File: src/rtl/display_scheduler_if.sv
// Number handshake between a requester and the display scheduler.
// The requester holds number/valid until ready is seen high at a clock edge.
interface display_scheduler_if;
   logic [15:0] number;
   logic        number_valid;
   logic        number_ready;
   logic        busy;

   modport master (
      output number,
      output number_valid,
      input  number_ready,
      input  busy
   );

   modport slave (
      input  number,
      input  number_valid,
      output number_ready,
      output busy
   );
endinterface

File: src/rtl/display_scheduler.sv
// Binary-to-BCD converter feeding a five-digit multiplexed seven-segment
// scanner with PWM brightness and optional leading-zero blanking.
module display_scheduler #(
   parameter int SUB_DIV = 7812
) (
   input  logic                clk,
   input  logic                reset,
   display_scheduler_if.slave  req,
   input  logic [3:0]          brightness,
   input  logic                blank_lz,
   output logic [7:0]          data,
   output logic [7:0]          anode
);

   localparam int SW = (SUB_DIV > 1) ? $clog2(SUB_DIV) : 1;

   typedef enum logic {
      IDLE,
      CONVERT
   } state_t;

   state_t        state_q;
   state_t        state_d;
   logic [35:0]   sr_q;
   logic [35:0]   sr_d;
   logic [3:0]    iter_q;
   logic [3:0]    iter_d;
   logic [19:0]   digits_q;
   logic [19:0]   digits_d;

   logic [SW-1:0] sub_q;
   logic [3:0]    phase_q;
   logic [2:0]    slot_q;
   logic          sub_wrap;

   logic [3:0]    cur_digit;
   logic [4:0]    zero;
   logic [4:0]    blank;
   logic          lit;
   logic [7:0]    seg;

   // One double-dabble step: correct BCD nibbles >= 5, then shift left.
   function automatic logic [35:0] dd_step(input logic [35:0] v);
      logic [35:0] a;
      a = v;
      for (int i = 0; i < 5; i++) begin
         if (a[16+4*i +: 4] >= 4'd5)
            a[16+4*i +: 4] = a[16+4*i +: 4] + 4'd3;
      end
      return {a[34:0], 1'b0};
   endfunction

   assign req.number_ready = (state_q == IDLE) && reset;
   assign req.busy         = (state_q == CONVERT);

   always_ff @(posedge clk or negedge reset) begin
      if (!reset) begin
         state_q  <= IDLE;
         sr_q     <= '0;
         iter_q   <= '0;
         digits_q <= '0;
      end else begin
         state_q  <= state_d;
         sr_q     <= sr_d;
         iter_q   <= iter_d;
         digits_q <= digits_d;
      end
   end

   always_comb begin
      state_d  = state_q;
      sr_d     = sr_q;
      iter_d   = iter_q;
      digits_d = digits_q;
      unique case (state_q)
         IDLE: begin
            if (req.number_valid) begin
               sr_d    = {20'b0, req.number};
               iter_d  = '0;
               state_d = CONVERT;
            end
         end
         CONVERT: begin
            sr_d   = dd_step(sr_q);
            iter_d = iter_q + 4'd1;
            if (iter_q == 4'd15) begin
               digits_d = sr_d[35:16];
               state_d  = IDLE;
            end
         end
         default: state_d = IDLE;
      endcase
   end

   assign sub_wrap = (sub_q == SW'(SUB_DIV - 1));

   always_ff @(posedge clk or negedge reset) begin
      if (!reset) begin
         sub_q   <= '0;
         phase_q <= '0;
         slot_q  <= '0;
      end else if (sub_wrap) begin
         sub_q   <= '0;
         phase_q <= phase_q + 4'd1;
         if (phase_q == 4'd15)
            slot_q <= (slot_q == 3'd4) ? 3'd0 : slot_q + 3'd1;
      end else begin
         sub_q <= sub_q + 1'b1;
      end
   end

   always_comb begin
      cur_digit = digits_q[3:0];
      unique case (slot_q)
         3'd1:    cur_digit = digits_q[7:4];
         3'd2:    cur_digit = digits_q[11:8];
         3'd3:    cur_digit = digits_q[15:12];
         3'd4:    cur_digit = digits_q[19:16];
         default: cur_digit = digits_q[3:0];
      endcase
   end

   // A digit is blank only if it and every more significant digit are zero.
   always_comb begin
      for (int i = 0; i < 5; i++)
         zero[i] = (digits_q[4*i +: 4] == 4'd0);
      blank    = '0;
      blank[4] = blank_lz && zero[4];
      blank[3] = blank[4] && zero[3];
      blank[2] = blank[3] && zero[2];
      blank[1] = blank[2] && zero[1];
   end

   assign lit = (phase_q <= brightness) && !blank[slot_q];

   always_comb begin
      seg = 8'h80;
      case (cur_digit)
         4'd0:    seg = 8'h81;
         4'd1:    seg = 8'hCF;
         4'd2:    seg = 8'h92;
         4'd3:    seg = 8'h86;
         4'd4:    seg = 8'hCC;
         4'd5:    seg = 8'hA4;
         4'd6:    seg = 8'hA0;
         4'd7:    seg = 8'h8F;
         4'd8:    seg = 8'h80;
         4'd9:    seg = 8'h84;
         default: seg = 8'h80;
      endcase
   end

   // Registered drive keeps the pins glitch-free and forces FF in reset.
   always_ff @(posedge clk or negedge reset) begin
      if (!reset) begin
         anode <= 8'hFF;
         data  <= 8'hFF;
      end else begin
         anode <= lit ? ~(8'd1 << slot_q) : 8'hFF;
         data  <= lit ? seg : 8'hFF;
      end
   end

endmodule
File: src/flat_wrapper.sv
// flat-port wrapper written by rule: the top's interface ports become plain ports
module display_scheduler_flat 
#(
   parameter int SUB_DIV = 7812
)
  (clk, reset, brightness, blank_lz, data, anode, req_number, req_number_valid, req_number_ready, req_busy);
  display_scheduler_if req_i ();
  input  logic clk;
  input  logic reset;
  input  logic [3:0] brightness;
  input  logic blank_lz;
  output logic [7:0] data;
  output logic [7:0] anode;
  input wire logic [$bits(req_i.number)-1:0] req_number;
  input wire logic [$bits(req_i.number_valid)-1:0] req_number_valid;
  output wire logic [$bits(req_i.number_ready)-1:0] req_number_ready;
  output wire logic [$bits(req_i.busy)-1:0] req_busy;
  assign req_i.number = req_number;
  assign req_i.number_valid = req_number_valid;
  assign req_number_ready = req_i.number_ready;
  assign req_busy = req_i.busy;
  display_scheduler #(.SUB_DIV(SUB_DIV)) u_core (.clk(clk), .reset(reset), .req(req_i), .brightness(brightness), .blank_lz(blank_lz), .data(data), .anode(anode));
endmodule
File: config.mk
export PLATFORM = sky130hd
export DESIGN_NAME = display_scheduler_flat
export DESIGN_NICKNAME = d
export VERILOG_FILES = /design/src/rtl/display_scheduler_if.sv /design/src/rtl/display_scheduler.sv /design/src/flat_wrapper.sv
export SDC_FILE = /design/constraint.sdc
export NUM_CORES = 1
export LEC_CHECK = 0
export CAP_MARGIN = 20
export CORE_MARGIN = 4
export CORE_UTILIZATION = 30
export CTS_CLUSTER_SIZE = 16
export DETAILED_ROUTE_END_ITERATION = 6
export GPL_TIMING_DRIVEN = 0
export PLACE_DENSITY = 0.44
export SLEW_MARGIN = 20
export SYNTH_ARGS = -nofsm -noshare
export SYNTH_HDL_FRONTEND = slang
export SYNTH_SLANG_ARGS = --single-unit
File: constraint.sdc
create_clock -name clk -period 4.3 [get_ports clk]
set_clock_uncertainty 0.1 [all_clocks]
set_input_delay 0.43 -clock clk [delete_from_list [all_inputs] [get_ports clk]]
set_output_delay 0.43 -clock clk [all_outputs]
set_load 0.02 [all_outputs]
# Yosys cells after proc, flatten, opt, wreduce, memory -nomap -nowiden
# Memory sizes are Yosys's and may differ from the RTL's.
# Index checks and enable logic that the tools add are counted.
# op_classes
eq_ne,8
bitwise_logic,2
magnitude_cmp,7
shift,1
add_sub_neg,9
muxes,19
n_reduce_logical,13
# op_table
operator,n
$pmux 36 s2,1
$mux 36,1
$ge 4x3->1 const B,5
$mux 4,5
$add 4x2->4 const B,4
$logic_not 4->1,4
$mux 8,2
$pmux 4 s4,1
$add 13x1->13 const B,1
$eq 13x13->1 const B,1
$mux 13,1
$add 4x1->4 const B,2
$eq 4x4->1 const B,2
$not 8->8,1
$pmux 4 s2,1
$shl 1x3->8 const A,1
$eq 3x2->1 const B,2
$logic_and 1x1->1,6
$mux 3,2
$le 4x4->1,1
$lt 3x4->1 const B,1
$reduce_and 2->1,2
$add 3x1->3 const B,1
$add 3x2->3 const B,1
other kinds (8),10
# word_totals
elab_cells,69
mem_count,1
mem_bits_ro,112
out_inout_bits,18
register_bits,97
# memory_table
name,words,word_bits,rd,rd_ports_with_merged_regs,write_ports,line,rtl
(no name shown),16,7,1,0,0,display_scheduler.sv:138,case (cur_digit)

# Depth between registers and ports, before layout
# Gate-level depths: netlist of the first run.
# depth
depth_word,10
mapped_depth,9
ltp_nobuf,8

# Worst setup path after synthesis of the first run
# Ideal clock, no wire load.
# synth_path
kind,reg-to-reg
startpoint,register u_core.sub_q[3]
endpoint,register u_core.slot_q[0]
stages_incl_launch_ff,7
n_path_buf,0
arrival_time_ns,2.235
slack_ns,1.841
t_required_ns,4.075
cell_sequence,dfrtp_1 -> or4b_1 -> or4_4 -> nor4_4 -> nand2_2 -> nor2_4 -> mux2_2
# synth_via
elab_chain_len,2
# synth_lines
item,line,rtl
start: declaration,display_scheduler.sv:31,logic [SW-1:0] sub_q;
start signal: assignment,display_scheduler.sv:108,sub_q <= sub_q + 1'b1;
$eq 13x13->1,display_scheduler.sv:95,assign sub_wrap = (sub_q == SW'(SUB_DIV - 1));
$reduce_and 2->1 (no line),--,
end signal: assignment,display_scheduler.sv:106,slot_q <= (slot_q == 3'd4) ? 3'd0 : slot_q + 3'd1;
end: declaration,display_scheduler.sv:33,logic [2:0] slot_q;
# Every way passes these cells.
# A chain may end at the register's enable or synchronous reset.

# Worst setup path in the final report of the first run
# layout_path
startpoint,input reset
endpoint,output req_number_ready
# layout_via
elab_chain_len,1
# layout_lines
item,line,rtl
start: declaration,flat_wrapper.sv:9,input logic reset;
$logic_and 1x1->1,display_scheduler.sv:53,assign req.number_ready = (state_q == IDLE) && reset;
end: declaration,flat_wrapper.sv:16,output wire logic [$bits(req_i.number_ready)-1:0] req_number_ready;
# Every way passes these cells.

==> flow_metrics.env, run 1 <==
export IMPL_status="completed"
export IMPL_synth_edf_count=0
export IMPL_cts_tree="yes"
export IMPL_yosys_top_cells_area="dfrtp_1 42%, dfstp_2 8.2%, mux2i_1 6.0%"
export IMPL_areaGrowthSynthToFinish_pct=21.0
export IMPL_min_path_cells=2
export IMPL_die_area_mm2=0.0182
export IMPL_cts_hold_buffers=1
export IMPL_antenna_found_initial=0
export IMPL_io_pins=42
export IMPL_r2r_slack_ns=1.60
export IMPL_grtUsageTotal_pct=12.6
export IMPL_place_ws_ns=1.33
export IMPL_root_buffer="clkbuf_16"
export IMPL_regToRegEndpoint="u_core.data[1]"
export IMPL_path_delay_family="buffers and inverters"
export IMPL_yosys_area_top_type="dfrtp_1"
export IMPL_grt_pass1_vias=3556
export IMPL_synthDistinctLibCells=43
export IMPL_post_cts_buffers=0
export IMPL_final_cell_mix="81 x dfrtp_1, 56 x nand2_1, 53 x o21ai_0"
export IMPL_dpl_cell_count=721
export IMPL_worst_path_buf_inv=4
export IMPL_grt_ovfl_total=0
export IMPL_placed_area_mm2=0.00552
export IMPL_max_stage_delay_ns=0.62
export IMPL_slew_violations=0
export IMPL_leakage_nw=2.59
export IMPL_criticalPathCategory="in -> out"
export IMPL_critPathRequiredTime_ns=3.77
export IMPL_final_core_util_pct=37.0
export IMPL_drt_iter0_markers=190
export IMPL_finalInstanceArea_mm2=0.00585
export IMPL_viasPerCell=4.81
export IMPL_first_pass_iters=4
export IMPL_crit_start="reset"
export IMPL_numPortBuffers=39
export IMPL_rsz0062_at_grt="false"
export IMPL_r2r_cells=7
export IMPL_final_cells=738
export IMPL_gp_congestion=0.815
export IMPL_grt_max_degree=57
export IMPL_worst_pin_slew_ns=0.666
export IMPL_ys_flop_type="dfrtp_1"
export IMPL_syn_area_per_cell_um2=10.4
export IMPL_hold_path_class="reg -> reg"
export IMPL_cts_repair_resized=0
export IMPL_yosysSeqAreaShare_pct=50.1
export IMPL_clkSlewWorstSetupHoldPaths_ns=0.06
export IMPL_fmax_mhz=331
export IMPL_synthesis_nets=512
export IMPL_power_mw=3.53
export IMPL_cts_buffers=9
export IMPL_rows=46
export IMPL_final_common_cell="dfrtp_1"
export IMPL_peakVddDrop_mv=0.219
export IMPL_slowest_stage="clkdlybuf4s50_1"
export IMPL_min_delay_worst_endpoint="u_core.sr_q[8]"
export IMPL_hold_viol=0
export IMPL_setup_slack_ns=1.28
export IMPL_synth_top_cell_area_share_pct=41.9
export IMPL_worst_ep_arrival_time_ns=2.49
export IMPL_end_kind="output port"
export IMPL_grt_pass1_wl_mm=18.3
export IMPL_dpl_hpwl_mm=7.81
export IMPL_antenna_left=0
export IMPL_period_needed_ns=3.02
export IMPL_die_height_um=135
export IMPL_netlist_instances=465
export IMPL_min_period_over_period_pct=70.3
export IMPL_start_util_pct=30.5
export IMPL_crit_chain="dlygate4sd3_1, buf_6, buf_16, nor2b_1, clkdlybuf4s50_1"
export IMPL_fp_dieW_um=135
export IMPL_htreeDepth=3
export IMPL_max_slew_margin_rel_pct=54.3
export IMPL_drv_cap=0
export IMPL_clock_sinks=96
export IMPL_core_area_mm2=0.0158
export IMPL_ys_ff_latch=96
export IMPL_p_per_area_mw_per_mm2=603
export IMPL_nets=564
export IMPL_route_vias_total=3547
export IMPL_setup_violations=0
export IMPL_hold_start="u_core.sr_q[7]"
export IMPL_clk_latency_ns=0.35
export IMPL_async_flop_share_pct=100
export IMPL_drc_errors=0
export IMPL_startpoint_type="input port"
export IMPL_wl_per_cell_um=14.7
export IMPL_cp_max_fo=56
export IMPL_insertedDiodeCount=0
export IMPL_drive_gt1_share_pct=9.39
export IMPL_r2r_start="u_core.slot_q[1]"
export IMPL_syn_cell_area_mm2=0.00483
export IMPL_cts_buffer_depth=2
export IMPL_drt_total_wl_mm=10.9
export IMPL_ys_warnings_count=0
-- kinds of logic (layout without fill, tap and decap cells) --
group                      count (synthesis)  after routing  share of synthesized area, %
AOI/OAI and AO/OA                         98             98                          11.9
xor gates and xnor gates                  21             21                          3.80
adders and majority gates                 23             23                          5.95
buffers and inverters                     40             97                          3.26
DFF                                       96             96                          50.1
muxes                                     42             42                          9.03
other                                      1              1                        0.0776
and+or+nand+nor                          144            144                          15.9
-- state kept, by name, summed over array words and instances, names as in the netlist --
register	count
u_core.req.busy	1
u_core.sub_q	13
u_core.anode	8
u_core.digits_q	20
u_core.iter_q	4
u_core.sr_q	36
u_core.slot_q	3
u_core.phase_q	4
u_core.data	7
-- per-layer routing --
| layer | share of wire (%) | vias to the layer above | track usage (%) |
|---|---|---|---|
| li1 | - | 1727 | - |
| met1 | 49 | 1744 | 17.1 |
| met2 | 45 | 63 | 19.6 |
| met3 | 4.1 | 13 | 2.65 |
| met4 | 1.7 | 0 | 4.98 |
| met5 | 0 | - | 0 |
-- cells in the mapped netlist, types with 8 or more instances --
master,count
a21oi_1,19
clkbuf_1,17
dfrtp_1,81
dfstp_2,15
ha_1,23
inv_1,19
mux2_2,11
mux2i_1,29
nand2_1,56
nand2b_1,21
nand3_1,18
nor2_1,8
nor3b_1,12
o21ai_0,53
o31ai_1,8
xnor2_1,17
-- worst max-delay path by stage --
stage,to,slack [ns],depth (start not counted)
floorplan,u_core.slot_q[0],1.84,6
global placement,req_number_ready,-1.50,3
detailed placement,u_core.data[4],1.33,10
CTS,req_number_ready,1.20,5
global route,req_number_ready,1.11,5
finish,req_number_ready,1.28,5
-- worst reg2reg max path: cells and delay by family, from the launching register on --
kind / cells / cell delay (ns)
flip-flops: 1 / 0.45
AO/OA/AOI/OAI: 2 / 0.29
buffers and inverters: 1 / 0.09
multiplexers: 1 / 0.63
AND/OR/NAND/NOR: 2 / 0.76
adder cells (fa/ha/maj): 1 / 0.28
-- per-stage QoR --
step / TNS, ns / hold slack, ns
after floorplan: 0 / 0.0344
after global placement: -92.58 / 0.369
after detailed placement: 0 / 0.288
after CTS: 0 / 0.391
after global routing: 0 / 0.411
final: 0 / 0.389
-- report_power, final --
group	total (mW)	switching [mW]	internal, mW
clock	0.878	0.352	0.526
combinational	1.23	0.673	0.558
sequential	1.42	0.219	1.20
-- layout make-up --
| cell class | count | area (um^2) |
|---|---|---|
| Clock buffer | 13 | 250 |
| Tap cell | 216 | 270 |
| Inverter | 19 | 71.3 |
| Fill cell | 1642 | 9980 |
| Timing Repair Buffer | 41 | 429 |
| Clock inverter | 3 | 65.1 |
| Sequential cell | 96 | 2420 |
| Buffer | 21 | 86.3 |
| Multi-Input combinational cell | 329 | 2260 |
Power figures use the tool's default switching activity.
==> run 2: changes to the inputs <==
clock period = 2.8 ns   (was 4.3 ns; I/O delays follow)
==> run 2 against run 1 <==
Register-to-register slack worse by 1.4 ns. Flip-flop and latch count unchanged. Final cell count grew 0.14%. First-iteration DRC count grew 4.2%. Worst hold slack got worse by 0.077 ns. Routed wire length rose by 0.70%. Power rose by 54%. Critical endpoint is now u_core.slot_q[0]. Highest routed layer unchanged.
==> flow_metrics.env, run 2 (synthesis results as in run 1) <==
export IMPL_end_kind="register"
export IMPL_final_cell_mix="81 x dfrtp_1, 56 x nand2_1, 53 x o21ai_0"
export IMPL_wl_per_cell_um=14.8
export IMPL_netSwitchingFraction_pct=35.3
export IMPL_tns_ns=0
export IMPL_worst_path_buf_inv=0
export IMPL_hold_path_class="in -> reg"
export IMPL_htreeDepth=3
export IMPL_first_pass_iters=4
export IMPL_fmax_mhz=385
export IMPL_route_vias_total=3540
export IMPL_setup_violations=0
export IMPL_io_pins=42
export IMPL_post_cts_buffers=0
export IMPL_clock_sinks=96
export IMPL_status="completed"
export IMPL_max_stage_delay_ns=0.51
export IMPL_dpl_hpwl_mm=7.81
export IMPL_root_buffer="clkbuf_16"
export IMPL_start_util_pct=30.5
export IMPL_p_per_area_mw_per_mm2=923
export IMPL_p_seq_share_pct=40.2
export IMPL_criticalPathCategory="reg -> reg"
export IMPL_nets=565
export IMPL_period_needed_ns=2.60
export IMPL_slowest_stage="or4b_1"
export IMPL_min_period_over_period_pct=92.9
export IMPL_max_slew_margin_rel_pct=52.9
export IMPL_rsz0062_at_grt="false"
export IMPL_drv_cap=0
export IMPL_timing_hold_ws_ns=0.312
export IMPL_final_common_cell="dfrtp_1"
export IMPL_drc_errors=0
export IMPL_hold_viol=0
export IMPL_clk_latency_ns=0.35
export IMPL_antenna_left=0
export IMPL_path_delay_family="simple AND/OR/NAND/NOR gates"
export IMPL_die_height_um=135
export IMPL_rows=46
export IMPL_cts_tree="yes"
export IMPL_cts_buffers=9
export IMPL_drive_gt1_share_pct=10.1
export IMPL_critical_path_depth=6
export IMPL_numPortBuffers=39
export IMPL_cp_max_fo=5
export IMPL_fp_dieW_um=135
export IMPL_core_area_mm2=0.0158
export IMPL_cts_buffer_depth=2
export IMPL_slew_violations=0
export IMPL_r2r_slack_ns=0.20
export IMPL_r2r_cells=6
export IMPL_largest_register_ffs=36
export IMPL_cell_internal_pwr_mw=3.51
export IMPL_grt_pass1_wl_mm=18.4
export IMPL_die_area_mm2=0.0182
export IMPL_p_sw_mw=1.91
export IMPL_startpoint_type="register"
export IMPL_critPathRequiredTime_ns=2.94
export IMPL_gp_congestion=0.815
export IMPL_insertedDiodeCount=0
export IMPL_worst_ep_arrival_time_ns=2.74
export IMPL_crit_chain="or4b_1, or4_4, nor4_4, nand2_2, nor2_4, mux2_2"
export IMPL_grt_max_degree=57
export IMPL_grt_ovfl_total=0
export IMPL_min_path_cells=3
export IMPL_viasPerCell=4.79
export IMPL_areaGrowthSynthToFinish_pct=21.6
export IMPL_grt_pass1_vias=3579
export IMPL_clockPowerShare_pct=24.8
export IMPL_power_mw=5.43
export IMPL_leakage_nw=2.59
export IMPL_reg_top3="u_core.sr_q x36, u_core.digits_q x20, u_core.sub_q x13"
export IMPL_antenna_found_initial=0
export IMPL_drt_iter0_markers=198
export IMPL_clkSlewWorstSetupHoldPaths_ns=0.07
export IMPL_grtUsageTotal_pct=12.6
export IMPL_worst_pin_slew_ns=0.707
export IMPL_peakVddDrop_mv=0.338
export IMPL_top_register="u_core.sr_q"
export IMPL_power_frac_comb_pct=34.9
export IMPL_drt_total_wl_mm=10.9
==> run 2: changes by cell type in the layout (fill, tap and decap cells not counted) <==
cell      previous run  this run
buf_12               0         1
clkbuf_2             0         1
mux2i_2              0         2
clkbuf_1            20        19
mux2i_1             29        27
==> run 2: stage by stage <==
| step | setup WS (ns) | utilization, % | instances | area (um^2) |
|---|---|---|---|---|
| 2_1_floorplan | 0.341 | - | 465 | 4830 |
| 3_3_place_gp | -2.70 | 34.7 | 720 | 5500 |
| 3_5_place_dp | -0.0243 | 34.9 | 721 | 5520 |
| 4_1_cts | 0.0679 | 37.1 | 739 | 5870 |
| 5_1_grt | 0.0290 | 37.1 | 739 | 5880 |
| 6_report | 0.199 | 37.1 | 739 | 5880 |
==> run 2: final timing paths <==
kind | end | startpoint
max | u_core.slot_q[0] | u_core.sub_q[3]
min | u_core.sr_q[17] | req_number_valid
max reg2reg | u_core.slot_q[0] | u_core.sub_q[3]
min reg2reg | u_core.sr_q[8] | u_core.sr_q[7]
max in group asynchronous | u_core.data[2] | reset
min in group asynchronous | u_core.data[3] | reset
==> run 2: final cells by class <==
class | instances | area [um^2]
Multi-Input combinational cell | 329 | 2260
Timing Repair Buffer | 42 | 449
Buffer | 21 | 87.6
Clock inverter | 3 | 65.1
Tap cell | 216 | 270
Fill cell | 1640 | 9950
Sequential cell | 96 | 2420
Clock buffer | 13 | 250
Inverter | 19 | 71.3
==> run 2: tightest hold or removal path: stages <==
cell	delay (ns)
clkbuf_1	0.23
nand2b_1	0.15
mux2i_1	0.06
==> run 2: power by group through the flow <==
stage | Sequential (mW) | Combinational (mW) | Clock (mW)
after global routing | 2.25 | 2.18 | 1.43
final | 2.18 | 1.90 | 1.35
after global placement | 2.19 | 1.87 | 0
after CTS | 2.18 | 1.94 | 1.39
after floorplan | 2.16 | 1.33 | 0
after detailed placement | 2.20 | 1.92 | 0
==> run 2: layer usage <==
layer	track usage (%)	wire length (um)
met3	2.65	411
met5	0	0
met4	4.98	178
met2	19.8	5000
met1	17.1	5340
==> run 2: repair_timing <==
| action | in CTS | in global routing |
|---|---|---|
| hold buffers | 2 | 0 |
| setup endpoints to repair | 0 | 8 |
| gates resized for setup | 0 | 4 |
| endpoints found under the hold margin | 27 | 0 |
